--- src/rtl/regfile_wb_scheduler_pkg.sv ---
// Shared widths, requester encoding and decode helper for the register-file
// write-back scheduler.
package regfile_wb_scheduler_pkg;
   localparam int XLEN = 32;
   localparam int AW   = 5;
   localparam int NREG = 2**AW;

   typedef enum logic {
      REQ_ALU = 1'b0,
      REQ_LSU = 1'b1
   } req_e;

   function automatic logic [NREG-1:0] dec_onehot(input logic [AW-1:0] idx);
      dec_onehot = {{(NREG-1){1'b0}}, 1'b1} << idx;
   endfunction
endpackage

--- src/rtl/regfile_wb_scheduler_chk.sv ---
// Scoreboard checker. A busy bit must never be set and retired at the same edge,
// because the WAW stall holds any issue whose destination is still pending.
module regfile_wb_scheduler_chk
   import regfile_wb_scheduler_pkg::*;
(
   input logic          CLK,
   input logic          RST,
   input logic          set_en,
   input logic [AW-1:0] set_idx,
   input logic          clr_busy_en,
   input logic [AW-1:0] clr_idx
);

   a_no_set_clr_collision: assert property (@(posedge CLK) disable iff (!RST)
      !(set_en && clr_busy_en && (set_idx == clr_idx)));

endmodule

--- src/rtl/regfile_wb_scheduler_rr_arbiter2.sv ---
// Two-way round-robin arbiter. Bit 0 is the ALU and bit 1 is the LSU.
// On a tie, the requester that did not win last time is granted.
module regfile_wb_scheduler_rr_arbiter2
   import regfile_wb_scheduler_pkg::*;
(
   input  logic       CLK,
   input  logic       RST,
   input  logic [1:0] req,
   output logic [1:0] gnt
);

   req_e rr_last_r;

   // Grant selection: a single requester always wins; a tie goes to the requester that is not rr_last
   always_comb begin
      gnt = 2'b00;
      case (req)
         2'b01:   gnt = 2'b01;
         2'b10:   gnt = 2'b10;
         2'b11:   gnt = (rr_last_r == REQ_LSU) ? 2'b01 : 2'b10;
         default: gnt = 2'b00;
      endcase
   end

   // rr_last only moves when a grant is issued
   always_ff @(posedge CLK or negedge RST) begin
      if (!RST) begin
         rr_last_r <= REQ_LSU;
      end else if (gnt != 2'b00) begin
         rr_last_r <= gnt[1] ? REQ_LSU : REQ_ALU;
      end else begin
         rr_last_r <= rr_last_r;
      end
   end

endmodule

--- src/rtl/regfile_wb_scheduler.sv ---
// Write-back scheduler: arbitrates the ALU and LSU onto the single register-file
// write port, and keeps the pending-write scoreboard that drives decode stalls.
module regfile_wb_scheduler
   import regfile_wb_scheduler_pkg::*;
(
   input  logic            CLK,
   input  logic            RST,
   input  logic            iss_valid,
   input  logic [AW-1:0]   iss_rs1,
   input  logic [AW-1:0]   iss_rs2,
   input  logic [AW-1:0]   iss_rd,
   input  logic            iss_wr,
   output logic            iss_stall,
   input  logic            alu_valid,
   input  logic [AW-1:0]   alu_rd,
   input  logic [XLEN-1:0] alu_data,
   output logic            alu_ready,
   input  logic            lsu_valid,
   input  logic [AW-1:0]   lsu_rd,
   input  logic [XLEN-1:0] lsu_data,
   output logic            lsu_ready,
   output logic            rf_we,
   output logic [AW-1:0]   rf_waddr,
   output logic [XLEN-1:0] rf_wdata,
   output logic [NREG-1:0] busy_vec
);

   logic [1:0]      req_s;
   logic [1:0]      gnt_s;
   logic [AW-1:0]   win_rd_s;
   logic [XLEN-1:0] win_data_s;
   logic            set_en_s;
   logic [NREG-1:0] set_mask_s;
   logic [NREG-1:0] clr_mask_s;
   logic [NREG-1:0] busy_nxt_s;
   logic [NREG-1:0] busy_r;

   // Requests are masked while reset is asserted, so no ready can leak out during reset
   assign req_s = {lsu_valid, alu_valid} & {2{RST}};

   regfile_wb_scheduler_rr_arbiter2 u_arb (
      .CLK (CLK),
      .RST (RST),
      .req (req_s),
      .gnt (gnt_s)
   );

   assign alu_ready = gnt_s[0];
   assign lsu_ready = gnt_s[1];
   assign busy_vec  = busy_r;
   assign iss_stall = iss_valid & (busy_r[iss_rs1] | busy_r[iss_rs2] | (iss_wr & busy_r[iss_rd]));

   // Winner mux and scoreboard next state; on a same-edge set/clear, the set wins
   always_comb begin
      win_rd_s   = alu_rd;
      win_data_s = alu_data;
      if (gnt_s[1]) begin
         win_rd_s   = lsu_rd;
         win_data_s = lsu_data;
      end else begin
         win_rd_s   = alu_rd;
         win_data_s = alu_data;
      end
      set_en_s   = iss_valid & iss_wr & ~iss_stall & (iss_rd != {AW{1'b0}});
      set_mask_s = set_en_s ? dec_onehot(iss_rd) : {NREG{1'b0}};
      clr_mask_s = rf_we ? dec_onehot(rf_waddr) : {NREG{1'b0}};
      busy_nxt_s = ((busy_r & ~clr_mask_s) | set_mask_s) & {{(NREG-1){1'b1}}, 1'b0};
   end

   // Write-port registers; address and data hold unless a real (non-x0) write is launched
   always_ff @(posedge CLK or negedge RST) begin
      if (!RST) begin
         rf_we    <= 1'b0;
         rf_waddr <= {AW{1'b0}};
         rf_wdata <= {XLEN{1'b0}};
         busy_r   <= {NREG{1'b0}};
      end else begin
         busy_r <= busy_nxt_s;
         if ((gnt_s != 2'b00) && (win_rd_s != {AW{1'b0}})) begin
            rf_we    <= 1'b1;
            rf_waddr <= win_rd_s;
            rf_wdata <= win_data_s;
         end else begin
            rf_we    <= 1'b0;
            rf_waddr <= rf_waddr;
            rf_wdata <= rf_wdata;
         end
      end
   end

   regfile_wb_scheduler_chk u_chk (
      .CLK         (CLK),
      .RST         (RST),
      .set_en      (set_en_s),
      .set_idx     (iss_rd),
      .clr_busy_en (rf_we & busy_r[rf_waddr]),
      .clr_idx     (rf_waddr)
   );

endmodule

--- config.mk ---
export PLATFORM = sky130hd
export DESIGN_NAME = regfile_wb_scheduler
export DESIGN_NICKNAME = d
export VERILOG_FILES = /design/src/rtl/regfile_wb_scheduler_pkg.sv /design/src/rtl/regfile_wb_scheduler_chk.sv /design/src/rtl/regfile_wb_scheduler_rr_arbiter2.sv /design/src/rtl/regfile_wb_scheduler.sv
export SDC_FILE = /design/constraint.sdc
export NUM_CORES = 1
export LEC_CHECK = 0
export CAP_MARGIN = 20
export CORE_AREA = 3 3 142 144
export DETAILED_ROUTE_END_ITERATION = 12
export DIE_AREA = 0 0 145 147
export HOLD_SLACK_MARGIN = 0.05
export PLACE_DENSITY = 0.56
export SYNTH_ARGS = -nofsm -noshare
export SYNTH_HDL_FRONTEND = slang
export SYNTH_SLANG_ARGS = --single-unit
--- constraint.sdc ---
create_clock -name CLK -period 3 [get_ports CLK]
set_input_delay 0.45 -clock CLK [delete_from_list [all_inputs] [get_ports CLK]]
set_output_delay 0.45 -clock CLK [all_outputs]
set_load 0.02 [all_outputs]
=== Yosys cells after proc, flatten, opt, wreduce, memory -nomap -nowiden ===
Cells that the tools add are included.

* Add/subtract/negate cells: 0
* $mul: 0
* Divide/modulo/power cells: 0
* Magnitude comparators: 3
* Eq/ne operators: 3
* Shifts and indexed selects: 2
* Mux-type cells: 14
* Bitwise gates (word level): 12
* Reduce and logical (&&, ||, !) cells: 4

{| class="wikitable"
|+ Operators with widths
! kind !! number
|-
| $mux W32 || 3
|-
| $shl A1 B5 Y32 const A || 2
|-
| $and A32 B32 Y32 || 1
|-
| $not A32 Y32 || 1
|-
| $or A32 B32 Y32 || 1
|-
| $lt A5 B6 Y1 const B || 3
|-
| $bmux W1 S5 || 3
|-
| $reduce_bool A5 Y1 || 2
|-
| $pmux W2 S3 || 1
|-
| $and A1 B1 Y1 || 5
|-
| $mux W1 || 5
|-
| $mux W5 || 1
|-
| $eq A2 B2 Y1 const B || 2
|-
| $and A2 B2 Y2 || 1
|-
| $eq A2 B1 Y1 const B || 1
|-
| $mux W2 || 1
|-
| $or A1 B1 Y1 || 2
|-
| $reduce_bool A2 Y1 || 1
|-
| $logic_and A1 B1 Y1 || 1
|-
| $not A1 Y1 || 1
|}

* Register bits: 70
* Bits in latches: 0
* Bits in writable memories: 0
* Memory bits (read-only): 0
* Input bits: 95
* Output and inout bits: 73
* Word-level logic and storage cells: 43
* Memories kept: 0

=== Longest topological paths before layout ===
* Depth after elaboration: 10
* Mapped depth: 9
* Depth with buffers taken out: 6

=== Modules after synthesis ===
A second synthesis with hierarchy kept.

* Cells, all modules: 420
* Area total of the unflattened synthesis: 4,201.5 µm²

{| class="wikitable"
|+ Modules (own cells, without submodules)
! module !! instances !! cells each !! area an instance (µm²)
|-
| regfile_wb_scheduler || 1 || 414 || 4,146.5
|-
| regfile_wb_scheduler_rr_arbiter2 || 1 || 6 || 55.1
|}

=== Worst setup path before layout ===
No wires, ideal clock.

* Kind: input -> output
* Start point: input port iss_rd[0]
* End point: output port iss_stall
* Arrival: 2,233 ps
* Required time: 2,550 ps
* Slack: 317 ps
* Stages: 9
* Cell sequence: buf_2 > mux4_2 > a22oi_1 > o31ai_1 > or3_1 > clkbuf_4 > buf_6 > nand2_1 > a31oi_1

* Longest elaborated chain between the ends: 5

{| class="wikitable"
|+ RTL lines
! element !! line !! RTL
|-
| start, declared || regfile_wb_scheduler.sv:11 || <nowiki>input logic [AW-1:0] iss_rd,</nowiki>
|-
| $bmux W1 S5 || regfile_wb_scheduler.sv:51 || <nowiki>assign iss_stall = iss_valid & (busy_r[iss_rs1] | busy_r[iss_rs2] | (iss_wr & busy_r[iss_rd]));</nowiki>
|-
| $mux W1 (implied by the code) || regfile_wb_scheduler.sv:51 ||
|-
| $and A1 B1 Y1 || regfile_wb_scheduler.sv:51 ||
|-
| $or A1 B1 Y1 || regfile_wb_scheduler.sv:51 ||
|-
| $and A1 B1 Y1 || regfile_wb_scheduler.sv:51 ||
|-
| end, declared || regfile_wb_scheduler.sv:13 || <nowiki>output logic iss_stall,</nowiki>
|}

No other way between the ends. The select of a mux whose other input is x is not followed.

=== Worst setup path in the final report ===
* Start point: input port iss_rs1[2]
* End point: output port iss_stall

* Longest elaborated chain between the ends: 5

{| class="wikitable"
|+ RTL lines
! element !! line !! RTL
|-
| start, declared || regfile_wb_scheduler.sv:9 || <nowiki>input logic [AW-1:0] iss_rs1,</nowiki>
|-
| $bmux W1 S5 || regfile_wb_scheduler.sv:51 ||
|-
| $mux W1 (implied by the code) || regfile_wb_scheduler.sv:51 ||
|-
| $or A1 B1 Y1 (2 in series) || regfile_wb_scheduler.sv:51 ||
|-
| $and A1 B1 Y1 || regfile_wb_scheduler.sv:51 ||
|}

No other way between the ends. The select of a mux whose other input is x is not followed.

==> flow_metrics.py <==
metrics = {
    "outcome": {
        "run_status": "finished clean",
    },
    "cts": {
        "insertion_delay_ns": 0.34,
        "clock_sink_count": 70,
        "cts_tree": "built",
        "root_buffer": "sky130_fd_sc_hd__clkbuf_16",
        "clk_transition_reported_paths_ns": 0.05,
        "cts_max_path_buffers": 2,
        "clock_tree.htree_level_count": 3,
        "tritoncts_buffers": 9,
        "cts_post_setup_buffers_inserted": 0,
    },
    "grt": {
        "grt_start_max_net_pins": 70,
        "track_usage_pct": 16.2,
        "antenna_violations_before_repair": 0,
        "wire_length_of_the_first_global_routing_pass_mm": 26.8,
        "first_global_vias": 4667,
        "overflow": 0,
    },
    "power_and_ir_drop": {
        "net-switching-power_mw": 2.14,
        "seqPwrFrac_pct": 32.7,
        "post-layout-total-power_mw": 5.33,
        "p_per_area_mw_per_mm2": 775,
        "cell_internal_pwr_mw": 3.19,
        "power.ir.vdd_worst_mv": 0.277,
        "share_clk_of_total_power_pct": 19.5,
        "static_leakage_power_nw": 2.81,
        "combPwrFrac_pct": 47.8,
        "fraction_of_power_spent_switching_nets_pct": 40.2,
    },
    "final_layout": {
        "multi_input_comb_area_mm2": 0.00241,
        "regArea_mm2": 0.00175,
        "final_layout_size_suffix_gt1_share_pct": 18.7,
        "fill_cell_total_of_the_finished_layout": 1863,
        "finish.instance_area_mm2": 0.00687,
        "area_growth_pct": 58.3,
        "finish.net_count": 712,
        "antenna_cells": 0,
    },
    "placement": {
        "routabilityCongestion": 0.937,
        "io_buffer_count": 166,
        "area_post_placement_mm2": 0.00658,
        "hpwl_after_dpl_mm": 13.3,
    },
    "floorplan": {
        "fp.coreArea_mm2": 0.0188,
        "starting_density_pct": 23.1,
        "chipHeight_um": 147,
        "rows": 50,
        "die_area_mm2": 0.0213,
        "die_w_um": 145,
        "boundaryPins": 168,
    },
    "routing": {
        "wl_mm": 17.4,
        "final_antenna_net_count": 0,
        "drt-initial-drc-count": 362,
        "via_count": 4366,
        "detailedRoute.firstPassIterationCount": 5,
        "avgViaCountPerCell": 4.97,
        "drc": 0,
        "avgRoutedWirePerCell_um": 19.8,
    },
    "logic_synthesis": {
        "synthesis.instances": 417,
        "dominant_combinational_cell_family_by_area_after_synthesis": "compound AO/OA/AOI/OAI gates",
        "synth_top_cells_by_area": "sky130_fd_sc_hd__dfrtp_1, sky130_fd_sc_hd__mux2i_1, sky130_fd_sc_hd__mux4_2",
        "post_synth_fa_ha_maj_area_fraction_pct": 0,
        "synth_compound_gate_area_share_pct": 20.7,
        "synth_top_area_share_pct": 39.8,
        "synth-edff-count": 0,
        "synthXorXnorAreaFrac_pct": 0,
        "yosys_register_bits": 70,
        "post_synth_mux_area_share_pct": 20.0,
        "synth_async_sr_flop_share_pct": 100,
        "synth-seq-area-share_pct": 40.4,
        "yosys_warnings": 0,
        "synth_top_flop_cell": "sky130_fd_sc_hd__dfrtp_1",
        "syn-num-nets": 512,
        "synth_area_mm2": 0.00434,
        "postSynthAreaPerCell_um2": 10.4,
        "synth_largest_area_cell": "sky130_fd_sc_hd__dfrtp_1",
        "post_synth_and_or_nand_nor_area_fraction_pct": 14.3,
        "synth.distinct_cells": 63,
    },
    "worst_setup_path": {
        "critical_path_peak_fanout": 4,
        "cp_max_delay_cell": "sky130_fd_sc_hd__clkdlybuf4s50_1",
        "cpLargestDelayFamily": "buffers and inverters",
        "regToRegEndpoint": "busy_vec[20]",
        "worst_setup_path_startpoint": "iss_rs1[2]",
        "crit_type": "in2out",
        "path_depth": 8,
        "timing.critical_path.to_type": "output pin",
        "cp.required_ns": 2.55,
        "logic_depth_of_the_worst_register_to_register_path": 9,
        "setup.worst_path.start_class": "input pin",
        "crit_path_end": "iss_stall",
        "worst-endpoint-arrival_ns": 2.42,
        "critical_path.cell_chain": "clkdlybuf4s50_1 -> buf_4 -> mux2i_1 -> o22ai_1 -> or4_2 -> nand4_1 -> a31oi_1 -> buf_2",
        "critical_path_buf_inv_count": 3,
        "r2r_setup_slack_ns": 0.41,
        "regToRegStartpoint": "busy_vec[16]",
        "worst_path_largest_cell_delay_ns": 0.56,
    },
    "sta": {
        "finalHoldViolations": 0,
        "final.hold.worst_slack_ns": 0.497,
        "layout_min_cycle_time_ns": 2.87,
        "worst-slew-pin-transition_ns": 0.879,
        "post-route-period-util_pct": 95.7,
        "max_slew_headroom_pct": 41.4,
        "max_freq_mhz": 348,
        "setup_viol_count_final": 0,
        "timing.clock.skew_ns": 0.00692,
        "finalMaxSlewViolations": 0,
        "rsz_0062_raised_after_global_routing": "no",
    },
    "worst_hold_path": {
        "classification_of_the_worst_slack_hold_path": "in2async",
    },
    "job": {
        "cap_violations": 0,
    },
}
-- worst register-to-register path, cell delays in order, from the launching register on --
cell and delay [ns]:
sky130_fd_sc_hd__dfrtp_1 0.45, sky130_fd_sc_hd__buf_4 0.19, sky130_fd_sc_hd__mux4_2 0.45, sky130_fd_sc_hd__nor2_1 0.11, sky130_fd_sc_hd__nor4_1 0.06, sky130_fd_sc_hd__buf_4 0.14
sky130_fd_sc_hd__nor4_4 0.27, sky130_fd_sc_hd__buf_4 0.20, sky130_fd_sc_hd__nand2_4 0.15, sky130_fd_sc_hd__o41ai_1 0.45
-- sequential cells by signal (all words and copies together), names as in the netlist --
name,cells
rf_wdata,32
rf_we,1
rf_waddr,5
u_arb.rr_last_r,1
busy_vec,31
-- per-layer routing --
| layer | global-route usage [%] | vias to the layer above | share of wire (%) |
|---|---|---|---|
| li1 | - | 1981 | - |
| met1 | 18.9 | 2070 | 40 |
| met2 | 25.9 | 267 | 45 |
| met3 | 5.86 | 48 | 10 |
| met4 | 9.17 | 0 | 4.5 |
| met5 | 0 | - | 0 |
-- cell usage after synthesis (4+ instances only) --
master	count
sky130_fd_sc_hd__dfrtp_1	69
sky130_fd_sc_hd__mux2i_1	46
sky130_fd_sc_hd__nor2_1	41
sky130_fd_sc_hd__a21oi_1	38
sky130_fd_sc_hd__o21ai_0	33
sky130_fd_sc_hd__nand2_1	17
sky130_fd_sc_hd__clkbuf_1	15
sky130_fd_sc_hd__o31ai_1	14
sky130_fd_sc_hd__o41ai_2	13
sky130_fd_sc_hd__mux4_2	11
sky130_fd_sc_hd__mux2_2	10
sky130_fd_sc_hd__nand3_1	9
sky130_fd_sc_hd__nand2b_1	8
sky130_fd_sc_hd__nor2b_1	7
sky130_fd_sc_hd__inv_1	5
sky130_fd_sc_hd__o22ai_1	5
sky130_fd_sc_hd__buf_6	4
sky130_fd_sc_hd__o41ai_1	4
-- layout by cell type (no fill, tap or decap), types with 3 or more instances in the layout --
cell type / Yosys / final
sky130_fd_sc_hd__or3_1: 3 / 3
sky130_fd_sc_hd__dfrtp_1: 69 / 69
sky130_fd_sc_hd__nand3b_1: 3 / 3
sky130_fd_sc_hd__nand3_1: 9 / 9
sky130_fd_sc_hd__clkdlybuf4s50_1: 0 / 160
sky130_fd_sc_hd__o31ai_1: 14 / 14
sky130_fd_sc_hd__nor2b_1: 7 / 7
sky130_fd_sc_hd__o22ai_1: 5 / 5
sky130_fd_sc_hd__mux2i_1: 46 / 46
sky130_fd_sc_hd__o41ai_2: 13 / 13
sky130_fd_sc_hd__nand2b_1: 8 / 8
sky130_fd_sc_hd__inv_1: 5 / 5
sky130_fd_sc_hd__nand2_1: 17 / 16
sky130_fd_sc_hd__nor2_1: 41 / 41
sky130_fd_sc_hd__clkbuf_16: 0 / 9
sky130_fd_sc_hd__mux4_2: 11 / 11
sky130_fd_sc_hd__a21oi_1: 38 / 38
sky130_fd_sc_hd__mux2_2: 10 / 10
sky130_fd_sc_hd__nor3_1: 3 / 3
sky130_fd_sc_hd__o21ai_0: 33 / 33
sky130_fd_sc_hd__buf_4: 3 / 51
sky130_fd_sc_hd__o41ai_1: 4 / 4
-- cells by family (layout without fill, tap and decap cells) --
family,Yosys count,after routing
AOI/OAI and AO/OA,126,126
buffers and inverters,36,238
DFF,70,70
muxes,70,70
other,1,1
and+or+nand+nor,114,114
-- final cells by class --
class	instances	area share, %
sequential	70	25.5
timing repair buffer	219	30.3
clock inverter	2	0.510
multi-input combinational	311	35.1
clock buffer	11	3.53
tap	260	4.73
inverter	6	0.328
-- through the flow --
| stage | utilization, % | TNS (ns) | instances | setup slack [ns] |
|---|---|---|---|---|
| floorplan | - | 0 | 417 | 0.317 |
| global placement | 35.0 | -0.544 | 865 | -0.469 |
| detailed placement | 35.0 | -1.33 | 865 | -0.482 |
| CTS | 36.5 | 0 | 879 | 0.0187 |
| global route | 36.5 | 0 | 879 | 0.0370 |
| finish | 36.5 | 0 | 879 | 0.128 |
-- timing repair --
item                                    in CTS  in global routing
resized for setup                            7                  3
endpoints found under the hold margin        4                  0
hold buffers                                 1                  0
endpoints found under the setup margin       1                  1
pin swaps                                    0                  1
-- power groups by stage --
stage	Clock, mW	Combinational [mW]	Sequential, mW
after global routing	1.10	2.71	1.77
after floorplan	0	0.903	1.89
after detailed placement	0	2.54	1.73
after CTS	1.06	2.55	1.73
after global placement	0	2.50	1.73
final	1.04	2.55	1.74
-- worst min path at each step --
| stage | start | end | slack (ns) | depth (start not counted) |
|---|---|---|---|---|
| after floorplan | RST | busy_vec[10] | 0.15 | 0 |
| after global placement | RST | rf_wdata[22] | 0.27 | 1 |
| after detailed placement | RST | rf_wdata[22] | 0.28 | 1 |
| after CTS | RST | rf_wdata[22] | 0.49 | 2 |
| after global routing | RST | rf_wdata[28] | 0.50 | 2 |
| final | RST | rf_wdata[22] | 0.50 | 2 |
Power figures use the tool's default switching activity.
